### src/rtl/sa_w_channel.sv
// Slave-side W-channel arbiter: forwards master W bursts in AW-grant order through a full skid stage.
// Optional SA_W_ORDER_BYPASS_EN lets a grant pushed into an empty order FIFO select its master that same cycle.
module sa_w_channel #(
   parameter int unsigned MST_AMT    = 2,
   parameter int unsigned DATA_WIDTH = 32,
   parameter int unsigned MST_ID_W   = $clog2(MST_AMT),
   parameter int unsigned OST_DEPTH  = 4
) (
   input  logic                          ACLK_i,
   input  logic                          ARESET_i,
   input  logic [DATA_WIDTH*MST_AMT-1:0] dsp_WDATA_i,
   input  logic [MST_AMT-1:0]            dsp_WLAST_i,
   input  logic [MST_AMT-1:0]            dsp_WVALID_i,
   output logic [MST_AMT-1:0]            dsp_WREADY_o,
   input  logic [MST_ID_W-1:0]           sa_AW_mst_id_i,
   input  logic                          sa_AW_push_i,
   output logic                          sa_AW_push_ready_o,
   output logic [DATA_WIDTH-1:0]         s_WDATA_o,
   output logic                          s_WLAST_o,
   output logic                          s_WVALID_o,
   input  logic                          s_WREADY_i,
   output logic [$clog2(OST_DEPTH):0]    ost_cnt_o
);
   localparam int unsigned PTR_W = $clog2(OST_DEPTH);
   localparam int unsigned CNT_W = PTR_W + 1;

   logic [MST_ID_W-1:0]   id_mem [OST_DEPTH];
   logic [PTR_W-1:0]      wr_ptr;
   logic [PTR_W-1:0]      rd_ptr;
   logic [CNT_W-1:0]      cnt;
   logic                  full;
   logic                  empty;
   logic                  bypass;
   logic                  head_valid;
   logic [MST_ID_W-1:0]   sel;
   logic [DATA_WIDTH-1:0] beat_data;
   logic                  beat_last;
   logic                  beat_valid;
   logic                  accept;
   logic                  pop_req;
   logic                  do_push;
   logic                  do_pop;
   logic                  skid_in_ready;
   logic                  sk_valid;
   logic [DATA_WIDTH-1:0] sk_data;
   logic                  sk_last;
   logic                  sk_load;
   logic                  sk_drain;

   assign empty              = (cnt == '0);
   assign full               = (cnt == CNT_W'(OST_DEPTH));
   assign sa_AW_push_ready_o = ~full;
   assign ost_cnt_o          = cnt;

`ifdef SA_W_ORDER_BYPASS_EN
   assign bypass = empty & sa_AW_push_i;
`else
   assign bypass = 1'b0;
`endif

   assign head_valid = ~empty | bypass;
   assign sel        = bypass ? sa_AW_mst_id_i : id_mem[rd_ptr];

   // Route the selected master's beat and grant WREADY only to it
   always_comb begin
      dsp_WREADY_o = '0;
      beat_data    = '0;
      beat_last    = 1'b0;
      beat_valid   = 1'b0;
      for (int unsigned m = 0; m < MST_AMT; m++) begin
         if (sel == MST_ID_W'(m)) begin
            dsp_WREADY_o[m] = head_valid & skid_in_ready;
            beat_data       = dsp_WDATA_i[DATA_WIDTH*m +: DATA_WIDTH];
            beat_last       = dsp_WLAST_i[m];
            beat_valid      = dsp_WVALID_i[m];
         end
      end
   end

   assign accept  = beat_valid & head_valid & skid_in_ready;
   assign pop_req = accept & beat_last;
   // A bypassed single-beat burst completes without ever occupying the FIFO
   assign do_push = sa_AW_push_i & ~full & ~(bypass & pop_req);
   assign do_pop  = pop_req & ~bypass;

   always_ff @(posedge ACLK_i or posedge ARESET_i) begin
      if (ARESET_i) begin
         wr_ptr <= '0;
         rd_ptr <= '0;
         cnt    <= '0;
         for (int unsigned i = 0; i < OST_DEPTH; i++) id_mem[i] <= '0;
      end else begin
         if (do_push) begin
            id_mem[wr_ptr] <= sa_AW_mst_id_i;
            wr_ptr         <= wr_ptr + PTR_W'(1);
         end
         if (do_pop) rd_ptr <= rd_ptr + PTR_W'(1);
         case ({do_push, do_pop})
            2'b10:   cnt <= cnt + CNT_W'(1);
            2'b01:   cnt <= cnt - CNT_W'(1);
            default: cnt <= cnt;
         endcase
      end
   end

   assign sk_load  = accept & s_WVALID_o & ~s_WREADY_i;
   assign sk_drain = ~accept & s_WVALID_o & s_WREADY_i & sk_valid;

   // Output register plus one skid entry; input ready is the registered "skid will be empty"
   always_ff @(posedge ACLK_i or posedge ARESET_i) begin
      if (ARESET_i) begin
         s_WVALID_o    <= 1'b0;
         s_WDATA_o     <= '0;
         s_WLAST_o     <= 1'b0;
         sk_valid      <= 1'b0;
         sk_data       <= '0;
         sk_last       <= 1'b0;
         skid_in_ready <= 1'b0;
      end else begin
         skid_in_ready <= ~(sk_load | (sk_valid & ~sk_drain));
         if (accept) begin
            if (sk_load) begin
               sk_valid <= 1'b1;
               sk_data  <= beat_data;
               sk_last  <= beat_last;
            end else begin
               s_WVALID_o <= 1'b1;
               s_WDATA_o  <= beat_data;
               s_WLAST_o  <= beat_last;
            end
         end else if (s_WVALID_o && s_WREADY_i) begin
            if (sk_valid) begin
               s_WDATA_o <= sk_data;
               s_WLAST_o <= sk_last;
               sk_valid  <= 1'b0;
            end else begin
               s_WVALID_o <= 1'b0;
            end
         end
      end
   end

endmodule

### config.mk
export PLATFORM = sky130hd
export DESIGN_NAME = sa_w_channel
export DESIGN_NICKNAME = d
export VERILOG_FILES = /design/src/rtl/sa_w_channel.sv
export SDC_FILE = /design/constraint.sdc
export NUM_CORES = 1
export LEC_CHECK = 0
export CAP_MARGIN = 10
export CORE_ASPECT_RATIO = 1.4
export CORE_UTILIZATION = 48
export CTS_CLUSTER_SIZE = 40
export DETAILED_ROUTE_END_ITERATION = 8
export GPL_ROUTABILITY_DRIVEN = 0
export PLACE_DENSITY = 0.85
export SLEW_MARGIN = 20
export SYNTH_ARGS = -nofsm -noshare
export SYNTH_HDL_FRONTEND = slang
export SYNTH_SLANG_ARGS = --single-unit
### constraint.sdc
create_clock -name ACLK_i -period 2.8 [get_ports ACLK_i]
set_input_delay 0.56 -clock ACLK_i [delete_from_list [all_inputs] [get_ports ACLK_i]]
set_output_delay 0.56 -clock ACLK_i [all_outputs]
set_load 0.03 [all_outputs]
==> results of run 1 <==
==> cell families (layout without fill, tap and decap cells) <==
family,Yosys count,after routing,share of synthesized area [%]
xor gates and xnor gates,6,6,1.36
muxes,74,74,19.9
buffers and inverters,59,180,7.17
adders and majority gates,6,6,2.14
AOI/OAI and AO/OA,44,44,10.7
DFF,80,80,51.9
and+or+nand+nor,52,52,6.91
==> report_power, final <==
part           internal, mW  switching (mW)
clock network         0.421           0.455
logic                  1.75            2.07
registers              1.76           0.392
==> layer usage <==
layer | track usage, % | part of all wire [%]
met1 | 28.8 | 41
met2 | 38.9 | 53
met3 | 3.21 | 4.0
met4 | 9.70 | 1.8
met5 | 0 | 0
==> worst paths after layout <==
path,start,to,depth (start not counted)
max,rd_ptr[0],sk_data[31],7
min,rd_ptr[1],rd_ptr[1],1
max reg2reg,rd_ptr[0],sk_data[31],7
min reg2reg,rd_ptr[1],rd_ptr[1],1
max in group asynchronous,ARESET_i,s_WDATA_o[3],3
min in group asynchronous,ARESET_i,sk_data[18],2
==> repair_timing <==
item                       CTS  global route
setup endpoints to repair    0            33
hold endpoints to repair     0             0
gates resized for setup      0             1
setup buffers                0             4
==> sequential cells by signal, indices dropped and copies added, names as in the netlist, 2 cells and up <==
name	flops
id_mem	4
s_WDATA_o	32
wr_ptr	2
ost_cnt_o	3
sk_data	32
rd_ptr	2
==> layout make-up <==
cell class / count / share of cell area (%)
sequential: 80 / 37.6
multi-input combinational: 182 / 30.0
timing repair buffer: 126 / 23.4
inverter: 38 / 2.71
tap: 100 / 2.35
clock buffer: 9 / 2.33
clock inverter: 7 / 1.48
==> placed cells by master, fill, tap and decap left out, types with 2 or more instances in the layout <==
cell type,count
clkdlybuf4s50_1,110
dfrtp_1,80
mux2i_1,62
inv_1,37
a221o_1,33
nor3_1,30
buf_4,14
nand2_1,9
clkbuf_8,9
mux2_2,7
ha_1,5
nor2_1,4
xor2_1,3
xnor2_1,3
o21ai_0,3
mux2_1,3
nor3b_1,3
clkinvlp_4,3
inv_6,3
and2_1,2
nand3_1,2
buf_12,2
==> stage by stage <==
step	hold WS [ns]	utilization [%]	power (mW)
floorplan	0.453	-	4.73
detailed placement	0.478	65.5	5.96
finish	0.489	68.6	6.84
CTS	0.494	68.1	6.84
global placement	0.468	65.5	5.80
global route	0.526	68.6	7.29
==> key figures, run 1 <==
Outcome
  – Outcome: finished, final reports clean

Critical path
  – Worst-path maximum fanout: 26
  – Critical path endpoint category: flop
  – Top delay family on crit path: multiplexers
  – Critical Path Max Stage Delay: 0.56 ns
  – CP arrival: 2.79 ns
  – Slowest cell on the critical path: mux4_2
  – Reg2Reg Setup Slack: roughly 0.24 ns
  – WS Path Type: reg -> reg
  – Most frequent CP cell: buf_4
  – Buf/Inv on CP: 3
  – CP required: 3.03 ns
  – Crit-path cells: mux4_2 -> buf_4 -> mux2i_4 -> buf_4 -> nor3_4 -> buf_12 -> mux2_1
  – Worst Setup Start Kind: flop

Clocking
  – Root buf cell: clkbuf_8
  – Clock latency on the worst-skew pair: 0.35 ns
  – H-Tree Depth: 3
  – TritonCTS buffer count: 9
  – Worst-path clk slew: 0.09 ns
  – TritonCTS clock tree: yes
  – Sink Count: 80
  – # hold bufs at CTS: 0
  – Clk buf depth: 2

GRT
  – First-pass GRT wire length: 14.7 mm
  – Vias in the first global route: 3046
  – Largest net degree at the start of global routing: 46
  – Total grt overflow: 0
  – Antenna violations before repair: 0
  – Total GRT Usage: 22.7%

Final layout
  – Post-synthesis to final-layout area growth: 37.9%
  – Final #Nets: around 520
  – Register area: between 2000 and 2500 um2
  – Share of layout cells above drive strength 1: under 10%
  – Fill count: 597
  – Non-Filler Instances: 542
  – Cell area after layout: 5320 um2
  – Multi-input gate area: 1600 um2
  – N_diodes: 0

Placed design
  – Placed instance area: 5080 um2
  – PortBufs: 112
  – DP Cell Count: 522
  – DP HPWL: 6.21 mm
  – Pre-CTS setup slack: 0.116 ns

STA
  – Final setup margin: 0.237 ns
  – RSZ-0062 raised after global routing: false
  – Final worst-path cycle share: between 90 and 100%
  – Max_slew headroom: 57.8%
  – Post-layout min period: 2.56 ns
  – Maximum clock rate: 390 MHz
  – Setup Skew: ~0.012 ns
  – Max Transition Viols Final: 0
  – Final hold viol count: 0
  – Slew @ Worst Pin: 0.632 ns
  – Setup TNS: 0 ns
  – Setup violations, final: 0

Die
  – Die area: 8400 um2
  – Die Height: 108 um
  – Starting Density: around half
  – Ports: approximately 110
  – Num rows: 38
  – Chip width: 77.8 um
  – Core Box Area: about 7700 um2

Detailed routing
  – Wirelength, routed: 8.85 mm
  – Final antenna-violating net count: 0
  – Iter 0 DRT Violations: 145
  – Pre-antenna DRT Iters: 4
  – Remaining DRCs: 0
  – Avg WL per Cell: 16.3 um
  – Via/cell ratio: ~5.5
  – Vias: 2957

Synth
  – Syn Nets: 400
  – Dominant cells by area after synthesis: dfrtp_1 52%, mux2i_1 16%, a221o_1 8.6%
  – Synth area leader: dfrtp_1
  – Post-synthesis cell area: 3860 um2
  – Synth top cells by count: 80 x dfrtp_1, 63 x mux2i_1, 38 x inv_1
  – Yosys top cell area share: between 50 and 60%
  – Most common cell in the netlist: dfrtp_1
  – Post-synth EDFFs: 0
  – Post-synthesis sequential area ratio: 51.9%
  – YS warnings: 0
  – FF+latch count, synth: 80
  – Cell variety after synth: 32
  – Ys flop type: dfrtp_1
  – Async S/R FF share, synth: between 90% and 100%
  – Mean area per synthesized cell: 12.0 um2
  – Post-Synthesis Cells: 321

Power
  – Peak supply drop: 719 uV
  – LEAKAGE: about 2.3 nW
  – Pwr dens: 1290 nW/um2

Min path
  – HP Class: reg -> reg

Job
  – Max Cap Viol: 0
No activity file was read; power rests on OpenSTA's default activity.
==> inputs of run 2 (changes only) <==
- SLEW_MARGIN: 20 -> unset
==> results of run 2 <==
No change in the layout: final DEF, timing and power equal those of run 1.
